===== src/rtl/axi_rd_arb_pkg.sv =====
// axi_rd_arb_pkg: shared states and AXI constants for the read-channel arbiter.
package axi_rd_arb_pkg;
   typedef enum logic [1:0] {IDLE, ADDR, DATA} state_t;
   localparam logic ID_INST = 1'b0;
   localparam logic ID_DATA = 1'b1;
   localparam logic [1:0] BURST_INCR = 2'b01;
   localparam logic [1:0] RESP_OKAY = 2'b00;
   localparam logic [2:0] SIZE_WORD = 3'd2;
endpackage


===== src/rtl/axi_rd_arb_pick.sv =====
// axi_rd_arb_pick: winner select between fetch and load requests.
// With last_owner held at inst this reduces to fixed data-over-inst priority.
module axi_rd_arb_pick (
   input  logic inst_req,
   input  logic data_req,
   input  logic last_owner,
   output logic win_data
);
   assign win_data = data_req && !(inst_req && last_owner);
endmodule


===== src/rtl/axi_rd_arbiter.sv =====
// axi_rd_arbiter: shares one AXI read channel between fetch and load requesters.
// Define AXI_RD_ARB_RR_EN for round-robin arbitration; default is fixed data-first priority.
module axi_rd_arbiter
   import axi_rd_arb_pkg::*;
#(
   parameter int ADDR_W   = 32,
   parameter int DATA_W   = 32,
   parameter int ID_W     = 4,
   parameter int INST_LEN = 0,
   parameter int DATA_LEN = 0
) (
   input  logic              clk,
   input  logic              resetn,
   input  logic              inst_req,
   input  logic [ADDR_W-1:0] inst_addr,
   output logic              inst_addr_ok,
   output logic              inst_data_ok,
   input  logic              data_req,
   input  logic [ADDR_W-1:0] data_addr,
   input  logic [1:0]        data_size,
   output logic              data_addr_ok,
   output logic              data_data_ok,
   output logic [DATA_W-1:0] rdata_out,
   output logic              rd_err,
   output logic [ID_W-1:0]   arid,
   output logic [ADDR_W-1:0] araddr,
   output logic [7:0]        arlen,
   output logic [2:0]        arsize,
   output logic [1:0]        arburst,
   output logic              arvalid,
   input  logic              arready,
   input  logic [ID_W-1:0]   rid,
   input  logic [DATA_W-1:0] rdata,
   input  logic [1:0]        rresp,
   input  logic              rlast,
   input  logic              rvalid,
   output logic              rready
);
   state_t state;
   logic   owner, grant, win_data, last_owner, beat, rid_unused;

   assign grant = resetn && state == IDLE && (inst_req || data_req);

`ifdef AXI_RD_ARB_RR_EN
   always_ff @(posedge clk or negedge resetn)
      if (!resetn) last_owner <= ID_INST;
      else if (grant) last_owner <= win_data;
`else
   assign last_owner = ID_INST;
`endif

   axi_rd_arb_pick u_pick (
      .inst_req  (inst_req),
      .data_req  (data_req),
      .last_owner(last_owner),
      .win_data  (win_data)
   );

   assign inst_addr_ok = grant && !win_data;
   assign data_addr_ok = grant && win_data;
   // R side is a pure pass-through so beats reach the pipeline with no added latency
   assign beat         = state == DATA && rvalid;
   assign inst_data_ok = beat && owner == ID_INST;
   assign data_data_ok = beat && owner == ID_DATA;
   assign rdata_out    = beat ? rdata : '0;
   assign rd_err       = beat && rresp != RESP_OKAY;
   assign rready       = state == DATA;
   assign arvalid      = state == ADDR;
   assign arburst      = BURST_INCR;
   assign rid_unused   = ^rid;

   always_ff @(posedge clk or negedge resetn)
      if (!resetn) begin
         state  <= IDLE;
         owner  <= ID_INST;
         araddr <= '0;
         arid   <= '0;
         arlen  <= '0;
         arsize <= '0;
      end else
         case (state)
            IDLE: if (grant) begin
               state  <= ADDR;
               owner  <= win_data;
               araddr <= win_data ? data_addr : inst_addr;
               arid   <= ID_W'(win_data ? ID_DATA : ID_INST);
               arlen  <= win_data ? 8'(DATA_LEN) : 8'(INST_LEN);
               arsize <= win_data ? {1'b0, data_size} : SIZE_WORD;
            end
            ADDR: if (arready) state <= DATA;
            DATA: if (rvalid && rlast) state <= IDLE;
            default: state <= IDLE;
         endcase
endmodule


===== config.mk =====
export PLATFORM = sky130hd
export DESIGN_NAME = axi_rd_arbiter
export DESIGN_NICKNAME = d
export VERILOG_FILES = /design/src/rtl/axi_rd_arb_pkg.sv /design/src/rtl/axi_rd_arb_pick.sv /design/src/rtl/axi_rd_arbiter.sv
export SDC_FILE = /design/constraint.sdc
export NUM_CORES = 1
export LEC_CHECK = 0
export CORE_UTILIZATION = 32
export DETAILED_ROUTE_END_ITERATION = 8
export GPL_ROUTABILITY_DRIVEN = 0
export PLACE_DENSITY = 0.82
export SYNTH_ARGS = -nofsm -noshare
export SYNTH_HDL_FRONTEND = slang
export SYNTH_SLANG_ARGS = --single-unit
export TNS_END_PERCENT = 100

===== constraint.sdc =====
create_clock -name clk -period 1.73 [get_ports clk]
set_clock_uncertainty 0.05 [all_clocks]
set_input_delay 0.2595 -clock clk [delete_from_list [all_inputs] [get_ports clk]]
set_output_delay 0.2595 -clock clk [all_outputs]
set_load 0.02 [all_outputs]

Word level (Yosys, flattened, before mapping)
Index checks and enable logic that the tools add are counted.
Widths: inputs -> output; s select.

storage, ports and cells
  logic and storage cells = 34
  bits of input ports = 111
  bits in registers = 42

cells by class
  eq/ne operators = 5
  reductions and logical operators = 15
  mux-type cells = 8
  bitwise gates (word level) = 1

operator list
  operator            number
  $mux 32             2
  $logic_and 1x1->1   9
  $mux 2              4
  $pmux 2 s3          1
  $ne 2x1->1 const B  2
  $reduce_and 3->1    1
  $eq 2x1->1 const B  1
  $eq 2x2->1 const B  1
  $logic_not 2->1     1
  $ne 2x2->1 const B  1
  $reduce_and 2->1    1
  $reduce_bool 2->1   1
  $logic_not 1->1     1
  $logic_or 1x1->1    1
  $mux 1              1
  $not 1->1           1

Depth between registers and ports, before layout
  depth after elaboration = 5
  depth in mapped cells = 5
  gate-level depth less buffers = 3

Cells and area by module
Synthesis repeated with hierarchy kept, for this count alone.

second synthesis, totals
  cells, all modules = 185
  area total of the unflattened synthesis = 2269.7 µm²

by module, submodules not included
  module           instances  seq. area each (µm²)  cells an instance  area an instance (µm²)
  axi_rd_arbiter   1          925.9                 184                2258.4
  axi_rd_arb_pick  1          0.0                   1                  11.3

Worst setup path before layout
OpenSTA, ideal clock, no wires.

  path type = flip-flop to output port
  from = register state[1]
  to = output port inst_addr_ok
  path buffers = 2
  stages on the path, launching flop included = 5
  path slack = 44 ps
  data required time = 1420 ps
  arrival = 1377 ps
  cells stage by stage = dfrtp_1 -> nor4b_4 -> buf_6 -> buf_6 -> nor2b_1

on the way
  longest elaborated chain between the ends = 4

RTL lines
  what                             line                  source
  from (decl)                      axi_rd_arbiter.sv:39  state_t state;
  from (signal assigned)           axi_rd_arbiter.sv:74  state <= IDLE;
  from (signal assigned)           axi_rd_arbiter.sv:83  state <= ADDR;
  from (signal assigned)           axi_rd_arbiter.sv:90  ADDR: if (arready) state <= DATA;
  $logic_not 2->1                  axi_rd_arbiter.sv:42  assign grant = resetn && state == IDLE && (inst_req || data_req);
  $logic_and 1x1->1 (2 in series)  axi_rd_arbiter.sv:42
  $logic_and 1x1->1                axi_rd_arbiter.sv:59  assign inst_addr_ok = grant && !win_data;
  to (decl)                        axi_rd_arbiter.sv:16  output logic inst_addr_ok,

Every way passes these cells.

Worst setup path in the final report
Same ends and word-level chain as after synthesis.

==> metrics <==
total power per unit cell area=1280 nW/µm²; category of the worst setup path launch point=flip-flop; Crit path required time=1.42 ns; net total in the final layout=477; Final Slew Violations=0; fraction of post-synthesis cell area in the top cell type by area=40.5%; cell total after placement=453; worst setup path category=flip-flop to primary output; number of setup violations in the final report=9; aggregate global routing overflow=0; minimum hold slack=-0.00731 ns; GRT Resource Usage Total=18.6%; final hold violation count=16; average detailed-routed wire length per instance=14.8 µm; setup repair after global routing missed its margin=true; Post-Synthesis Cells=184; EDFF count, synth=0; Die Area=7490 µm²; number of nets with antenna violations after detailed routing=0; clock tree from TritonCTS=built; number of levels in the clock H-tree=2; static leakage power=0.00195 µW; number of standard cells in the layout, taps in and fillers out=463; sort of element at the end of the critical path=primary output; antenna cell count=0; maximum ir drop on the vdd rail=0.535 mV; worst-case clock buffer depth=2; Cell Rows=30; Yosys warning count=0; mux share of post-synthesis cell area=35.6%; Yosys cell types=21; sequential share of the synthesized area=40.5%; placed cell areas=4120 µm²; average cell area after synthesis=12.4 µm²; Maximum Capacitance Violations=0; via count of the first global-routing pass=2,185; simple logic cell fraction of the synthesized area=12.5%; Core Region=6830 µm²; initial core utilization=33.5%; antenna violations before repair=0; post-synthesis share of cell area spent on full adders, half adders and majority gates=0%; pin count of the biggest net entering global routing=38; initial drt markers=46; layout cell share with drive strength beyond 1=38.4%; post-synth top area cell=dfrtp_1; post-placement setup slack=-0.472 ns; number of vias after detailed routing=2,089; biggest area contributors in the synthesized netlist=dfrtp_1, mux2_2, mux2_4, and3_1, buf_4; post-synthesis compound-gate area fraction=1.04%; buffers added on ports=180; ports placed on the boundary=199; minimum setup slack in the final design=-0.0623 ns; post-route fraction of the period consumed by the critical path=104%; time the worst path needs with I/O delays and setup=1.79 ns; synthesis-to-layout area growth=87.6%; root cell of the clock tree=clkbuf_8; Clock Latency Late Sink=0.27 ns; clock sinks=37; DR vias/cell=4.51; Top FF cell, synth=dfrtp_1; Final Routed Wirelength=6870 µm; crit path max fanout=3; cell area after layout=4290 µm²; combinational family with the most area after synthesis=multiplexers; Detailed Routing Iterations Pass 1=4; cell area after technology mapping=2290 µm²; violations in the final reports=negative hold slack, negative setup slack; number of storage elements in the synthesis netlist=37; wire length of the first global-routing pass=10,700 µm; clock transition at the register clock pins on the worst setup and hold paths after CTS=0.07 ns; DRC violation count after routing=0; class of the tightest hold or removal check=input pin to async pin; result of the run=finished, violations left; horizontal die dimension=86.5 µm; total CTS buffers=5; post-synthesis xor/xnor area fraction=0%; placed wire-length estimate after detailed placement=5450 µm; Worst EP arrival=1.48 ns; FFs w/ async S/R, synth=100%; highest clock frequency the design can meet=558 MHz; die extent in y=86.5 µm
==> final timing paths <==
kind / startpoint / end / slack, ns / cells past startpoint
min: resetn / state[1] / -0.007 / 2
max in group asynchronous: resetn / state[0] / 1.30 / 2
max: state[1] / inst_addr_ok / -0.06 / 4
min reg2reg: araddr[4] / araddr[4] / 0.46 / 1
min in group clk: araddr[4] / araddr[4] / 0.46 / 1
max reg2reg: state[1] / araddr[0] / 0.10 / 3
==> logic make-up after synthesis <==
kind of cell / count (synthesis)
other: 2
muxes: 67
DFF: 37
AOI/OAI and AO/OA: 3
and+or+nand+nor: 44
buffers and inverters: 31
==> worst max-delay path, cell delays in order (launching register included) <==
cell,delay (ns)
dfrtp_1,0.42
nor4b_4,0.36
buf_4,0.18
nor2b_4,0.13
buf_6,0.12
==> cells in the mapped netlist (2+ instances only) <==
master,instances
mux2_2,50
nor2b_1,4
inv_1,2
conb_1,2
and2_1,2
and3_1,33
buf_6,5
clkbuf_1,5
nand2_1,2
mux2_4,16
dfrtp_1,37
buf_4,17
==> cells in the final DEF, fill, tap and decap left out, drive strengths merged <==
cell / count
clkdlybuf4s50: 137
nand2b: 1
mux2: 66
mux2i: 1
nand2: 2
nor2: 1
nor4b: 1
nor2b: 4
clkbuf: 8
conb: 14
dlygate4sd2: 1
dlymetal6s2s: 1
clkinv: 2
a22o: 1
buf: 51
a21o: 1
and2: 2
inv: 2
and3: 33
dfrtp: 37
o21a: 1
==> what timing repair did <==
item	4_1_cts	5_1_grt
gates resized for setup	164	75
endpoints found under the hold margin	0	0
pin swaps	2	1
gates cloned	0	0
buffers inserted	3	0
endpoints found under the setup margin	73	71
hold buffers	0	0
==> power breakdown <==
part,switching [µW],total [µW],internal [µW]
clock network,275,554,279
logic,1430,3330,1900
registers,284,1590,1310
total,1990,5470,3480
==> state kept, by name (all words and copies together), names as in the netlist <==
signal / cells
araddr: 32
arsize: 2
state: 2
owner: 1
==> cell type report <==
cell class	instances	area, µm²
flip-flops and latches	37	927
fillers	588	2540
clock inverters	2	10.0
repair buffers	192	1910
multi-input cells	128	1240
well taps	96	120
inverters	2	7.51
clock buffers	6	72.6
==> routing by layer <==
| layer | GRT usage, % | share of wire (%) | wire, µm | up-vias |
|---|---|---|---|---|
| li1 | - | - | - | 978 |
| met1 | 19.7 | 37 | 2550 | 989 |
| met2 | 36.8 | 55 | 3780 | 120 |
| met3 | 3.90 | 7.4 | 507 | 2 |
| met4 | 5.00 | 0.49 | 34 | 0 |
| met5 | 0 | 0 | 0 | - |
==> per-stage QoR <==
step | utilization [%] | TNS, ns | total power (µW)
global route | 62.8 | -1.80 | 5800
detailed placement | 60.3 | -26.76 | 4850
global placement | 60.3 | -25.48 | 4770
finish | 62.8 | -0.212 | 5470
CTS | 63.0 | -2.51 | 5520
floorplan | - | 0 | 3300
(Power assumes the default switching activity.)
